<file path="src/rtl/uart_rx.sv">
// uart_rx: 8-N-1 UART receiver, one-cycle valid/data pulse per good byte.
// Ports: clk, rst_n (async low), rx (raw line) -> axiov, axiod[7:0],
//        frame_err (stop bit low), busy (not IDLE).
// Option: define UART_RX_MAJORITY_EN for 2-of-3 bit voting.
module uart_rx #(
    parameter int BAUD_DIV = 434
) (
    input  logic       clk,
    input  logic       rst_n,
    input  logic       rx,
    output logic       axiov,
    output logic [7:0] axiod,
    output logic       frame_err,
    output logic       busy
);

    localparam int CW = $clog2(BAUD_DIV);
    localparam logic [CW-1:0] HALF_M1 = CW'(BAUD_DIV / 2 - 1);
    localparam logic [CW-1:0] FULL_M1 = CW'(BAUD_DIV - 1);

    typedef enum logic [2:0] {
        S_IDLE,
        S_START,
        S_DATA,
        S_STOP,
        S_BREAK
    } state_t;

    state_t          state, state_d;
    logic [CW-1:0]   cnt, cnt_d;
    logic [2:0]      idx, idx_d;
    logic [7:0]      sh, sh_d;
    logic [7:0]      axiod_d;
    logic            axiov_d;
    logic            ferr_d;
    logic            rx_q1, rx_s;
    logic            bit_val;

    // Both flops idle high so reset never looks like a start bit.
    always_ff @(posedge clk or negedge rst_n) begin
        if (!rst_n) begin
            rx_q1 <= 1'b1;
            rx_s  <= 1'b1;
        end else begin
            rx_q1 <= rx;
            rx_s  <= rx_q1;
        end
    end

`ifdef UART_RX_MAJORITY_EN
    // hist holds rx_s from the two previous counts, so the vote
    // covers sample-2, sample-1 and the sample count itself.
    logic [1:0] hist;

    always_ff @(posedge clk or negedge rst_n) begin
        if (!rst_n) begin
            hist <= 2'b11;
        end else begin
            hist <= {hist[0], rx_s};
        end
    end

    assign bit_val = (hist[1] & hist[0]) |
                     (hist[1] & rx_s) |
                     (hist[0] & rx_s);
`else
    assign bit_val = rx_s;
`endif

    always_comb begin
        state_d = state;
        cnt_d   = cnt;
        idx_d   = idx;
        sh_d    = sh;
        axiod_d = axiod;
        axiov_d = 1'b0;
        ferr_d  = 1'b0;
        unique case (state)
            S_IDLE: begin
                if (!rx_s) begin
                    state_d = S_START;
                    cnt_d   = '0;
                end
            end
            S_START: begin
                if (cnt == HALF_M1) begin
                    if (!bit_val) begin
                        state_d = S_DATA;
                        cnt_d   = '0;
                        idx_d   = '0;
                    end else begin
                        state_d = S_IDLE;
                    end
                end else begin
                    cnt_d = cnt + 1'b1;
                end
            end
            S_DATA: begin
                if (cnt == FULL_M1) begin
                    // LSB arrives first: shift right, new bit at MSB.
                    sh_d  = {bit_val, sh[7:1]};
                    cnt_d = '0;
                    idx_d = idx + 3'd1;
                    if (idx == 3'd7) begin
                        state_d = S_STOP;
                    end
                end else begin
                    cnt_d = cnt + 1'b1;
                end
            end
            S_STOP: begin
                if (cnt == FULL_M1) begin
                    cnt_d = '0;
                    if (bit_val) begin
                        axiod_d = sh;
                        axiov_d = 1'b1;
                        state_d = S_IDLE;
                    end else begin
                        ferr_d  = 1'b1;
                        state_d = S_BREAK;
                    end
                end else begin
                    cnt_d = cnt + 1'b1;
                end
            end
            S_BREAK: begin
                // A held-low line must not be re-read as new frames.
                if (rx_s) begin
                    state_d = S_IDLE;
                end
            end
            default: begin
                state_d = S_IDLE;
            end
        endcase
    end

    always_ff @(posedge clk or negedge rst_n) begin
        if (!rst_n) begin
            state     <= S_IDLE;
            cnt       <= '0;
            idx       <= '0;
            sh        <= '0;
            axiod     <= '0;
            axiov     <= 1'b0;
            frame_err <= 1'b0;
        end else begin
            state     <= state_d;
            cnt       <= cnt_d;
            idx       <= idx_d;
            sh        <= sh_d;
            axiod     <= axiod_d;
            axiov     <= axiov_d;
            frame_err <= ferr_d;
        end
    end

    assign busy = (state != S_IDLE);

endmodule

</file>
<file path="config.mk">
export PLATFORM = sky130hd
export DESIGN_NAME = uart_rx
export DESIGN_NICKNAME = d
export VERILOG_FILES = /design/src/rtl/uart_rx.sv
export SDC_FILE = /design/constraint.sdc
export NUM_CORES = 1
export LEC_CHECK = 0
export CAP_MARGIN = 40
export CELL_PAD_IN_SITES_DETAIL_PLACEMENT = 1
export CELL_PAD_IN_SITES_GLOBAL_PLACEMENT = 2
export CORE_ASPECT_RATIO = 1.2
export CORE_MARGIN = 1.5
export CORE_UTILIZATION = 38
export DETAILED_ROUTE_END_ITERATION = 7
export PLACE_DENSITY_LB_ADDON = 0.08
export SYNTH_ARGS = -nofsm -noshare
export SYNTH_HDL_FRONTEND = slang
export SYNTH_SLANG_ARGS = --single-unit
</file>
<file path="constraint.sdc">
create_clock -name clk -period 2.4 [get_ports clk]
set_input_delay 0.24 -clock clk [delete_from_list [all_inputs] [get_ports clk]]
set_output_delay 0.24 -clock clk [all_outputs]
set_load 0.01 [all_outputs]
</file>
==> Word-level counts from Yosys, hierarchy flattened <==
Index checks and enable logic that the tools add are counted.
{ "classes": {"addsub": 2, "eq_ne": 14, "muxes": 23, "n_reduce_logical": 9} }
{ "op_table": {"columns": ["op", "n"], "rows": [
  ["two-way mux 3 bit", 10],
  ["two-way mux 9 bit", 3],
  ["one-hot mux 9 bit (3 select lines)", 1],
  ["one-hot mux 3 bit (5 select lines)", 1],
  ["inequality test 2 bit, second input constant", 7],
  ["adder 9 x 1 -> 9 bit, second input constant", 1],
  ["equality test 9 x 8 -> 1 bit, second input constant", 1],
  ["equality test 9 bit, second input constant", 1],
  ["equality test 3 x 2 -> 1 bit, second input constant", 2],
  ["equality test 3 bit, second input constant", 2],
  ["two-way mux 1 bit", 6],
  ["one-hot mux 3 bit (2 select lines)", 1],
  ["AND reduction 6 bit", 1],
  ["nonzero test 3 bit", 2],
  ["AND reduction 4 bit", 1],
  ["adder 3 x 1 -> 3 bit, second input constant", 1],
  ["equality test 3 x 1 -> 1 bit, second input constant", 1],
  ["zero test 3 bit", 1],
  ["AND reduction 3 bit", 1],
  ["two-way mux 2 bit", 1],
  ["AND reduction 2 bit", 1],
  ["nonzero test 2 bit", 1],
  ["OR reduction 2 bit", 1]
]} }
{ "totals": {"regBits": 35, "input_bits": 3, "output_inout_bits": 11, "wordCells": 57} }

==> Depth between registers and ports, before layout <==
{ "logic_depth": {"depth_word": 4, "mapped_depth": 7, "depth_no_buf": 6} }

==> Worst setup path after synthesis <==
No wires, ideal clock.
{ "synth_timing": {"kind": "reg2reg", "from": "register cnt[6]", "to": "register sh[0]", "t_arrival_ps": 1769, "slack_ps": 506, "path_stages_with_launch": 5, "path_cell_list": "dfrtp_1 -> or4b_4 -> nor4_4 -> buf_6 -> mux2_4"} }
{ "synth_between": {"elab_chain_cells": 2} }
{ "synth_lines": {"columns": ["element", "line_no", "rtl"], "rows": [
  ["start, declared", "30", "logic [CW-1:0] cnt, cnt_d;"],
  ["start signal, assigned", "149", "cnt <= cnt_d;"],
  ["equality test 9 bit", "99", "if (cnt == FULL_M1) begin"],
  ["AND reduction 2 bit (no source line)", null, null],
  ["end signal, assigned", "143", "sh <= '0;"],
  ["end signal, assigned", "151", "sh <= sh_d;"],
  ["end, declared", "32", "logic [7:0] sh, sh_d;"]
]} }
No other way between the ends.
A chain may end at the register's enable or synchronous reset.

==> Worst setup path after layout <==
{ "layout_timing": {"from": "register cnt[1]", "to": "register axiod[0]"} }
{ "layout_between": {"elab_chain_cells": 2} }
{ "layout_lines": {"columns": ["element", "line_no", "rtl"], "rows": [
  ["equality test 9 bit", "112", "if (cnt == FULL_M1) begin"],
  ["AND reduction 3 bit (no source line)", null, null],
  ["end signal, assigned", "152", "axiod <= axiod_d;"],
  ["end, declared", "12", "output logic [7:0] axiod,"]
]} }
No other way between the ends.

==> impl_metrics.csv <==
group,metric,value,unit
outcome,status,"completed",
floorplanning,dieArea,0.00499,mm^2
power_and_ir_drop,ir_drop,0.000410,V
setup_path,required,2.58,ns
floorplanning,rows,26,
cts,clockBufferDepth,2,
cells_and_area,stdcell_area,0.00204,mm^2
cts,clkTransAtPathRegs,0.08,ns
synthesis,synth_top_family_by_area,"simple AND/OR/NAND/NOR gates",
global_routing,grt_pass1_wl,6.56,mm
cells_and_area,antenna_cells,0,
cts,cts_root_buf,"clkbuf_8",
routing,drtIter0Drc,60,
timing,finalCriticalPeriod,2.06,ns
cts,tritoncts,"done",
synthesis,synthSimpleGateAreaFrac,0.166,
floorplanning,io_pins,14,
synthesis,synth.distinct_cells,42,
cts,htreeDepth,2,
placement,portBuffers,13,
routing,vias,1250,
timing,tns,0,ns
cells_and_area,fillCellCount,481,
cells_and_area,final-seq-area,878,um^2
synthesis,synth_compound_area_frac,0.112,
synthesis,syn-num-nets,165,
routing,firstDrtPassIters,4,
synthesis,synth_adder_area_share,0.0360,
floorplanning,die_w,64.7,um
routing,routed_via_density,5.39,
floorplanning,dieHeight,77.1,um
timing,period_share,0.859,
cts,hold_buffers,0,
global_routing,antenna_found_initial,0,
setup_path,crit_arrival,2.24,ns
timing,clock-skew-final,0.00389,ns
global_routing,grt_max_degree,36,
power_and_ir_drop,p_sw_frac,0.235,
timing,max_slew_margin,0.646,
floorplanning,start_util,0.402,
power_and_ir_drop,power,1.05,mW
timing,finalMaxSlewViolations,0,
cts,post-cts-setup-buffer-count,0,
setup_path,critical_path_class,"reg -> reg",
timing,hold_viol,0,
power_and_ir_drop,power_frac_seq,0.566,
timing,fmax,485,MHz
min_path,hold_path.class,"in -> reg",
power_and_ir_drop,powerDensity,516,mW/mm^2
run,cap_violations,0,
placement,dp_slack,0.342,ns
setup_path,start_kind,"flop",
synthesis,ys_ff_latch,35,
synthesis,ys_seq_area_frac,0.505,
cts,numCtsBuffers,5,
synthesis,synth-xor-area-share,0.0101,
cells_and_area,drive_gt1_frac,0.222,
synthesis,synthMuxAreaShare,0.126,
timing,final-setup-viol-count,0,
timing,max_slew.worst_pin.slew,0.529,ns
timing,grt_setup_unrepaired,"false",
power_and_ir_drop,p_leak,0.917,nW
cells_and_area,syn_to_final_growth,17.1,%
synthesis,synth.avg_cell_area,11.1,um^2
global_routing,grt_pass1_vias,1380,
synthesis,synth_ff_type,"dfrtp_1",
power_and_ir_drop,p_int,804,uW
placement,dp_hpwl,2.73,mm
synthesis,synthArstFlopShare,1.00,
timing,fin_ws,0.339,ns
cts,clock-sinks,35,
cells_and_area,layout.nets,183,
synthesis,ys_warn_count,0,
placement,placed_area,0.00194,mm^2
cts,cts_resized,0,
synthesis,netlist_instances,157,
placement,gp_congestion,0.809,
cts,clk-insertion-delay-late,0.29,ns
global_routing,overflow,0,
global_routing,grt_use_total,0.173,
synthesis,synth_edf_count,0,
power_and_ir_drop,p_sw,246,uW
setup_path,path_max_fanout,9,
routing,ant_nets,0,
routing,wl_per_cell,16.3,um
floorplanning,core,0.00433,mm^2
power_and_ir_drop,p_clk_frac,0.418,
routing,drc_errors,0,
routing,wirelength,3.79,mm
cells_and_area,multiInputGateArea,782,um^2
synthesis,synthesis.area,0.00174,mm^2
power_and_ir_drop,combPwrFrac,0.016,
setup_path,critPathCaptureType,"flop",
[synth_stat cells, types with 2 or more instances]
master / number / area [um^2]
buf_2: 2 / 10.0
mux2_4: 5 / 75.1
xnor2_1: 2 / 17.5
o22ai_1: 4 / 25.0
dfstp_2: 2 / 52.6
dfrtp_1: 33 / 826
a21oi_1: 6 / 30.0
nand4_1: 2 / 12.5
o21ai_0: 9 / 45.0
or3_1: 2 / 12.5
o221ai_1: 3 / 26.3
nor2_1: 12 / 45.0
and3_1: 2 / 12.5
nor3_1: 4 / 20.0
nand3_1: 4 / 20.0
nand2_1: 10 / 37.5
mux2i_1: 2 / 20.0
inv_1: 10 / 37.5
ha_1: 5 / 62.6
mux2_2: 11 / 124
clkbuf_1: 5 / 18.8
nand2b_1: 2 / 12.5
[power by group through the flow]
stage | clock, mW | combinational (mW) | sequential, mW
floorplan | 0 | 0.00319 | 0.604
global placement | 0 | 0.0178 | 0.607
detailed placement | 0 | 0.0184 | 0.606
CTS | 0.464 | 0.0184 | 0.595
global route | 0.482 | 0.0202 | 0.595
finish | 0.439 | 0.0170 | 0.595
[state kept, by name, indices dropped and copies added, names as in the netlist]
| signal | count |
|---|---|
| cnt | 9 |
| axiod | 8 |
| rx_q1 | 1 |
| bit_val | 1 |
| frame_err | 1 |
| state | 3 |
| idx | 3 |
| axiov | 1 |
| sh | 8 |
[critical path, stage by stage, from the launching register on]
cell and delay [ns]:
dfrtp_1 0.42, inv_1 0.13, ha_1 0.18, nand4b_1 0.12
nor3_1 0.23, and3_1 0.48, mux2_2 0.40
[cell families after synthesis]
logic type,count (synthesis)
buffers and inverters,18
AND/OR/NAND/NOR,49
multiplexers,18
XOR/XNOR,2
adder cells (fa/ha/maj),5
AO/OA/AOI/OAI,30
flip-flops,35
[routing by layer]
metal	vias to the layer above	routed length [um]	track usage
met5	-	0	0
met3	5	87	0.0352
met4	0	53	0.0638
met2	14	2120	0.318
li1	593	-	-
met1	638	1530	0.192
[area by class of cell]
cell class	instances	area share
multi-input combinational	104	0.384
tap	56	0.0344
clock inverter	3	0.0117
inverter	10	0.0184
sequential	35	0.431
clock buffer	5	0.0338
timing repair buffer	19	0.0860
[placed cells by master, fill, tap and decap left out, types with 3 or more instances in the layout]
master | Yosys | final
clkbuf_8 | 0 | 5
buf_4 | 0 | 6
mux2_4 | 5 | 5
inv_1 | 10 | 10
nor2_1 | 12 | 12
dfrtp_1 | 33 | 33
mux2_2 | 11 | 11
a21oi_1 | 6 | 6
nand3_1 | 4 | 4
o221ai_1 | 3 | 3
ha_1 | 5 | 5
o21ai_0 | 9 | 9
clkdlybuf4s50_1 | 0 | 13
nor3_1 | 4 | 4
nand2_1 | 10 | 10
o22ai_1 | 4 | 4
[worst paths after layout]
check | startpoint | slack [ns] | cells after the start | to
worst max-delay path | cnt[1] | 0.34 | 6 | axiod[0]
worst min-delay path | rx | 0.35 | 1 | rx_q1
worst max register to register | cnt[1] | 0.34 | 6 | axiod[0]
worst min register to register | rx_q1 | 0.36 | 0 | bit_val
max in group asynchronous | rst_n | 1.70 | 2 | bit_val
min in group asynchronous | rst_n | 0.36 | 2 | cnt[5]
[through the flow]
| stage | hold slack (ns) | utilization | cells |
|---|---|---|---|
| 2_1_floorplan | -0.0556 | - | 157 |
| 5_1_grt | 0.355 | 0.471 | 232 |
| 3_5_place_dp | 0.352 | 0.449 | 224 |
| 6_report | 0.354 | 0.471 | 232 |
| 3_3_place_gp | 0.346 | 0.449 | 224 |
| 4_1_cts | 0.344 | 0.471 | 232 |
Note: power is estimated with default switching activity, not from simulation.
